### src/rtl/audio_pkg.sv
// Shared definitions for the I2S audio transmit path: default widths, stereo sample layout, channel encoding.
// Latency: n/a (package only).
// Backpressure: n/a (package only).
`timescale 1ns/1ps
package audio_pkg;

    localparam int SAMPLE_W_DEF   = 16;
    localparam int FIFO_DEPTH_DEF = 4;

    localparam logic [15:0] UNDERRUN_CNT_MAX = 16'hFFFF;

    // One stereo frame as carried on the sample bus: left word in the upper half.
    typedef struct packed {
        logic [SAMPLE_W_DEF-1:0] left;
        logic [SAMPLE_W_DEF-1:0] right;
    } stereo_t;

    // Codec word-clock level: low selects the left channel.
    typedef enum logic {
        CH_LEFT  = 1'b0,
        CH_RIGHT = 1'b1
    } chan_e;

endpackage

### src/rtl/audio_sample_fifo.sv
// Synchronous sample queue; head word is driven straight from the storage registers (first-word fall-through).
// Latency: a write is visible at o_rd_dat / o_level on the cycle after it is accepted.
// Backpressure: o_full blocks writes; reads while empty are ignored.
// Ports: clk, reset_n (async active-low), i_wr_vld/i_wr_dat write side, o_full,
//        i_rd_en/o_rd_dat/o_empty read side, o_level number of queued entries.
`timescale 1ns/1ps
module audio_sample_fifo #(
    parameter int DEPTH = 4,
    parameter int W     = 32
) (
    input  logic                       clk,
    input  logic                       reset_n,
    input  logic                       i_wr_vld,
    input  logic [W-1:0]               i_wr_dat,
    output logic                       o_full,
    input  logic                       i_rd_en,
    output logic [W-1:0]               o_rd_dat,
    output logic                       o_empty,
    output logic [$clog2(DEPTH):0]     o_level
);

    localparam int AW = $clog2(DEPTH);
    localparam logic [AW:0] FULL_LVL = (AW+1)'(DEPTH);

    logic [W-1:0]  r_mem [DEPTH];
    logic [AW:0]   r_wr_ptr;
    logic [AW:0]   r_rd_ptr;
    logic [AW:0]   w_level;
    logic          w_wr;
    logic          w_rd;

    // Pointers carry one extra wrap bit so full and empty are distinguishable.
    assign w_level = r_wr_ptr - r_rd_ptr;
    assign o_full  = (w_level == FULL_LVL);
    assign o_empty = (w_level == '0);
    assign o_level = w_level;
    assign w_wr    = i_wr_vld && !o_full;
    assign w_rd    = i_rd_en && !o_empty;

    assign o_rd_dat = r_mem[r_rd_ptr[AW-1:0]];

    always_ff @(posedge clk or negedge reset_n) begin
        if (!reset_n) begin
            r_wr_ptr <= '0;
            r_rd_ptr <= '0;
        end else begin
            if (w_wr) begin
                r_wr_ptr <= r_wr_ptr + 1'b1;
            end
            if (w_rd) begin
                r_rd_ptr <= r_rd_ptr + 1'b1;
            end
        end
    end

    // Storage is not reset: the pointers alone define which entries are live.
    always_ff @(posedge clk) begin
        if (w_wr) begin
            r_mem[r_wr_ptr[AW-1:0]] <= i_wr_dat;
        end
    end

endmodule

### src/rtl/audio_i2s_tx.sv
// I2S transmitter: queues stereo samples and shifts them MSB-first to a codec that masters bclk/daclrck.
// Latency: dacdat changes 1 clk after a synchronised bclk falling edge; MSB leaves one bclk after the word load.
// Backpressure: snk_ready = !full; an empty queue at a left load sends a zero frame and sets underrun.
// Ports: clk, reset_n (async active-low), snk_data/snk_valid/snk_ready sample input,
//        bclk/daclrck codec clocks (asynchronous), dacdat serial out, underrun/underrun_clr sticky flag,
//        fifo_level queue occupancy; underrun_count only when AUDIO_I2S_TX_UNDERRUN_CNT_EN is defined.
`timescale 1ns/1ps
module audio_i2s_tx
    import audio_pkg::*;
#(
    parameter int FIFO_DEPTH = FIFO_DEPTH_DEF,
    parameter int SAMPLE_W   = SAMPLE_W_DEF
) (
    input  logic                          clk,
    input  logic                          reset_n,
    input  logic [2*SAMPLE_W-1:0]         snk_data,
    input  logic                          snk_valid,
    output logic                          snk_ready,
    input  logic                          bclk,
    input  logic                          daclrck,
    output logic                          dacdat,
    output logic                          underrun,
    input  logic                          underrun_clr,
`ifdef AUDIO_I2S_TX_UNDERRUN_CNT_EN
    output logic [15:0]                   underrun_count,
`endif
    output logic [$clog2(FIFO_DEPTH):0]   fifo_level
);

    // ---------------- codec clock synchronisers and edge detect ----------------
    logic r_bclk_meta, r_bclk_s, r_bclk_d;
    logic r_lrck_meta, r_lrck_s;
    logic w_bclk_rise, w_bclk_fall;

    always_ff @(posedge clk or negedge reset_n) begin
        if (!reset_n) begin
            r_bclk_meta <= 1'b0;
            r_bclk_s    <= 1'b0;
            r_bclk_d    <= 1'b0;
            r_lrck_meta <= 1'b0;
            r_lrck_s    <= 1'b0;
        end else begin
            r_bclk_meta <= bclk;
            r_bclk_s    <= r_bclk_meta;
            r_bclk_d    <= r_bclk_s;
            r_lrck_meta <= daclrck;
            r_lrck_s    <= r_lrck_meta;
        end
    end

    assign w_bclk_rise = r_bclk_s && !r_bclk_d;
    assign w_bclk_fall = !r_bclk_s && r_bclk_d;

    // ---------------- word-clock tracking ----------------
    // r_lrck_smp: level captured on the last bclk rise.
    // r_lrck_prev: level that was in force at the previous fall event. Both reset to
    // LEFT so that a reset taken mid-left never loads until a full right slot passes,
    // and a reset taken mid-right only reloads the (zeroed) right-hold register.
    chan_e r_lrck_smp;
    chan_e r_lrck_prev;
    logic  w_load, w_left_load, w_right_load;

    always_ff @(posedge clk or negedge reset_n) begin
        if (!reset_n) begin
            r_lrck_smp  <= CH_LEFT;
            r_lrck_prev <= CH_LEFT;
        end else begin
            if (w_bclk_rise) begin
                r_lrck_smp <= chan_e'(r_lrck_s);
            end
            if (w_bclk_fall) begin
                r_lrck_prev <= r_lrck_smp;
            end
        end
    end

    assign w_load       = w_bclk_fall && (r_lrck_smp != r_lrck_prev);
    assign w_left_load  = w_load && (r_lrck_smp == CH_LEFT);
    assign w_right_load = w_load && (r_lrck_smp == CH_RIGHT);

    // ---------------- sample queue ----------------
    logic                  r_ready_en;
    logic                  w_full, w_empty, w_pop;
    logic [2*SAMPLE_W-1:0] w_head;
    logic                  w_underrun_evt;

    audio_sample_fifo #(
        .DEPTH (FIFO_DEPTH),
        .W     (2*SAMPLE_W)
    ) u_fifo (
        .clk      (clk),
        .reset_n  (reset_n),
        .i_wr_vld (snk_valid && snk_ready),
        .i_wr_dat (snk_data),
        .o_full   (w_full),
        .i_rd_en  (w_pop),
        .o_rd_dat (w_head),
        .o_empty  (w_empty),
        .o_level  (fifo_level)
    );

    // Keeps snk_ready low while reset is asserted even though the queue reads as empty.
    always_ff @(posedge clk or negedge reset_n) begin
        if (!reset_n) begin
            r_ready_en <= 1'b0;
        end else begin
            r_ready_en <= 1'b1;
        end
    end

    assign snk_ready      = r_ready_en && !w_full;
    assign w_pop          = w_left_load && !w_empty;
    assign w_underrun_evt = w_left_load && w_empty;

    // ---------------- shifter ----------------
    // At every fall event the pending MSB goes out; a load replaces the register so the
    // first bit of the new word appears on the following fall (one-bit I2S delay).
    // Zeros shift in behind the LSB, padding long slots; short slots lose their LSBs.
    logic [SAMPLE_W-1:0] r_shift;
    logic [SAMPLE_W-1:0] r_right_hold;
    logic                r_dacdat;

    always_ff @(posedge clk or negedge reset_n) begin
        if (!reset_n) begin
            r_shift      <= '0;
            r_right_hold <= '0;
            r_dacdat     <= 1'b0;
        end else if (w_bclk_fall) begin
            r_dacdat <= r_shift[SAMPLE_W-1];
            if (w_left_load) begin
                // The whole pair is taken at once so left and right never come from different samples.
                if (w_empty) begin
                    r_shift      <= '0;
                    r_right_hold <= '0;
                end else begin
                    r_shift      <= w_head[2*SAMPLE_W-1:SAMPLE_W];
                    r_right_hold <= w_head[SAMPLE_W-1:0];
                end
            end else if (w_right_load) begin
                r_shift <= r_right_hold;
            end else begin
                r_shift <= {r_shift[SAMPLE_W-2:0], 1'b0};
            end
        end
    end

    assign dacdat = r_dacdat;

    // ---------------- underrun reporting ----------------
    logic r_underrun;

    always_ff @(posedge clk or negedge reset_n) begin
        if (!reset_n) begin
            r_underrun <= 1'b0;
        end else if (w_underrun_evt) begin
            r_underrun <= 1'b1;
        end else if (underrun_clr) begin
            r_underrun <= 1'b0;
        end
    end

    assign underrun = r_underrun;

`ifdef AUDIO_I2S_TX_UNDERRUN_CNT_EN
    logic [15:0] r_underrun_cnt;

    // Only conditional assignments: the count holds whenever nothing happens.
    always_ff @(posedge clk or negedge reset_n) begin
        if (!reset_n) begin
            r_underrun_cnt <= '0;
        end else if (w_underrun_evt) begin
            if (r_underrun_cnt != UNDERRUN_CNT_MAX) begin
                r_underrun_cnt <= r_underrun_cnt + 16'd1;
            end
        end else if (underrun_clr) begin
            r_underrun_cnt <= '0;
        end
    end

    assign underrun_count = r_underrun_cnt;
`endif

endmodule
### config.mk
export PLATFORM = sky130hd
export DESIGN_NAME = audio_i2s_tx
export DESIGN_NICKNAME = d
export VERILOG_FILES = /design/src/rtl/audio_pkg.sv /design/src/rtl/audio_sample_fifo.sv /design/src/rtl/audio_i2s_tx.sv
export SDC_FILE = /design/constraint.sdc
export NUM_CORES = 1
export LEC_CHECK = 0
export CAP_MARGIN = 20
export CORE_MARGIN = 2
export CORE_UTILIZATION = 39
export CTS_BUF_LIST = sky130_fd_sc_hd__clkbuf_4 sky130_fd_sc_hd__clkbuf_8
export DETAILED_ROUTE_END_ITERATION = 6
export GPL_TIMING_DRIVEN = 0
export SYNTH_ARGS = -nofsm -noshare
export SYNTH_HDL_FRONTEND = slang
export SYNTH_SLANG_ARGS = --single-unit
### constraint.sdc
create_clock -name clk -period 3.9 [get_ports clk]
set_input_delay 0.39 -clock clk [delete_from_list [all_inputs] [get_ports clk]]
set_output_delay 0.39 -clock clk [all_outputs]
set_load 0.03 [all_outputs]
==> reports/metrics.cfg <==
[floorplan]
core_area_sq_um = 18100
dieWidth_um = 140
ios = 44
num_rows = 49
dieHeight_um = 140
die_area_sq_um = 19700
initial_utilization = 0.401

[worst_setup_path]
crit_type = reg2out
worstPathCellList = inv_1, ha_1, fa_1, xor3_2, buf_6, buf_6, a31oi_1, clkdlybuf4s50_1
worstPathRequired_ns = 3.51
r2r_setup_slack_ns = 1.08
cp.depth = 8
cp-end-kind = output port
crit_buf_inv = 4
worst_path_max_delay_cell = clkdlybuf4s50_1
start_kind = flop
cp_max_fo = 10
rr_endpoint = u_fifo.r_mem[3][3]$_DFFE_PP_
cp-startpoint = u_fifo.r_wr_ptr[0]$_DFFE_PN0P_
reg2reg_depth = 7
r2r-start = u_fifo.r_wr_ptr[0]$_DFFE_PN0P_
worst_ep_arrival_time_ns = 3.08
critPathTopFamily = buffers and inverters
path_common_cell = buf_6
worst_path_largest_cell_delay_ns = 0.69

[clock_tree]
post-cts-setup-buffers = 0
cts_buffers = 17
cts_resized = 0
clock-sinks = 176
path_clk_slew_ns = 0.09
cts_root_buf = clkbuf_8
clk_path_buf_depth = 2
h-tree-depth = 4
clk_latency_ns = 0.46
cts_hold_buf = 1
cts_tree = built

[grt]
antenna_found_initial = 0
overflow = 0
track_usage = 0.152
grt_pass1_vias = 4102
grt_pass1_wl_um = 22600
grt_max_degree = 41

[synth]
synth.distinct_cells = 35
syn_inst = 422
synth.ff_latch_count = 176
ys_warn_count = 0
yosysSeqAreaShare = 0.696
synth_top_cell_by_area = edfxtp_1
synth_enable_flop_cells = 128
synth_nets = 467
syn_area_sq_um = 7250
synth_common_cells = edfxtp_1, dfrtp_1, mux4_2, o21ai_0, mux2_2
yosysMostFrequentCell = edfxtp_1
synth_area_leaders = edfxtp_1, dfrtp_1, mux4_2
synth_top_area_frac = 0.530
synthFlopType = edfxtp_1
synth.avg_cell_area_sq_um = 17.2
synthArstFlopShare = 0.273

[routing]
firstDrtPassIters = 5
drt-initial-drc-count = 176
routed_wl_um = 13900
vias = 3804
drtAntennaViolNets = 0
wire_per_inst_um = 19.0
drc = 0
via_per_inst = 5.20

[finish]
fin_cells = 732
drive_above_1_share = 0.249
antenna_cells = 0
final_util = 0.470
nets = 535
area_growth_pct = 17.2

[sta]
hold_ws_ns = 0.321
relSlewSlack = 0.501
setup_tns_ns = 0
period_share = 0.890
setup_viol = 0
fin_crit_ns = 3.47
hold_violations = 0
worstMarginPinSlew_ns = 0.749
slew_violations = 0
fmax_ghz = 0.288
finalClockSkew_ns = 0.0160
rsz0062_at_grt = false

[flow_run]
drv_cap = 0

[placement]
dp_hpwl_um = 9580
port_buffers = 43
place_congestion = 0.800
dp_cells = 699

[power]
vdd_drop_max_v = 0.000307
design_power_total_w = 0.00611
powerDensity_nw_per_um2 = 719
p_leak_nw = 2.90

[run_status]
status = finished clean

[min_path]
min_path_type = in2async

[layout by cell type, fill, tap and decap left out, types with 2 or more instances in the layout]
cell	n
buf_12	2
o21ai_0	32
a31oi_4	2
inv_8	2
inv_1	6
dfrtp_1	48
a21oi_1	15
clkinv_4	3
nor2_1	16
mux2_2	19
o211ai_2	10
and2_2	3
inv_6	5
xnor2_1	3
clkdlybuf4s50_1	42
buf_4	5
nand2_1	18
clkbuf_1	13
mux4_2	32
nor3b_1	15
clkbuf_8	17
a31oi_1	17
ha_1	6
nor2b_1	2
buf_2	11
edfxtp_1	128
buf_16	4
o211ai_1	7
buf_6	2
[worst max path at each step]
stage,to,slack [ns]
after floorplan,u_fifo.r_mem[0][0]$_DFFE_PP_,1.10
after global placement,u_fifo.r_mem[1][14]$_DFFE_PP_,0.35
after detailed placement,snk_ready,0.90
after CTS,snk_ready,0.38
after global routing,snk_ready,0.28
final,snk_ready,0.43
[layout make-up]
cell class / count / area (sq um)
Sequential cell: 176 / 5040
Multi-Input combinational cell: 208 / 2000
Inverter: 6 / 22.5
Tap cell: 229 / 287
Clock inverter: 14 / 150
Buffer: 32 / 183
Clock buffer: 18 / 241
Fill cell: 1542 / 9590
Timing Repair Buffer: 49 / 566
[per-layer routing]
| metal | vias up | track usage | share of wire |
|---|---|---|---|
| li1 | 1780 | - | - |
| met5 | - | 0 | 0 |
| met1 | 1944 | 0.205 | 0.46 |
| met4 | 0 | 0.0548 | 0.017 |
| met2 | 63 | 0.246 | 0.49 |
| met3 | 17 | 0.0338 | 0.028 |
[metrics by stage]
step                      worst slack, ns  instance area (sq um)
after floorplan                      1.10                   7250
after global placement              0.352                   7970
after detailed placement            0.897                   8100
after CTS                           0.378                   8500
after global routing                0.276                   8500
final                               0.429                   8500
[sequential cells by signal (all words and copies together) (netlist names), 3 cells and up]
| register | cells |
|---|---|
| u_fifo.r_mem | 128 |
| r_shift | 16 |
| u_fifo.r_rd_ptr | 3 |
| r_right_hold | 16 |
| u_fifo.r_wr_ptr | 3 |
[power breakdown]
group	internal, W	switching, W
logic	0.00101	0.00135
registers	0.00236	0.000150
clock network	0.000536	0.000698
total	0.00391	0.00220
[worst reg2reg max path: cells and delay by family (launching register included)]
kind            cells  cell delay [ns]
buf+inv             3             0.53
xor+xnor            1             0.30
flops               1             0.39
compound gates      1             0.64
fa+ha+maj           2             0.64
[cell families (layout without fill, tap and decap cells)]
logic type | count (synthesis) | in the layout | share of synthesized area
flip-flops | 176 | 176 | 0.696
AND/OR/NAND/NOR | 58 | 58 | 0.0425
adder cells (fa/ha/maj) | 7 | 7 | 0.0131
multiplexers | 52 | 52 | 0.130
buffers and inverters | 38 | 119 | 0.0283
other | 1 | 1 | 0.000517
AO/OA/AOI/OAI | 85 | 85 | 0.0809
XOR/XNOR | 5 | 5 | 0.00828
Power figures use the tool's default switching activity.
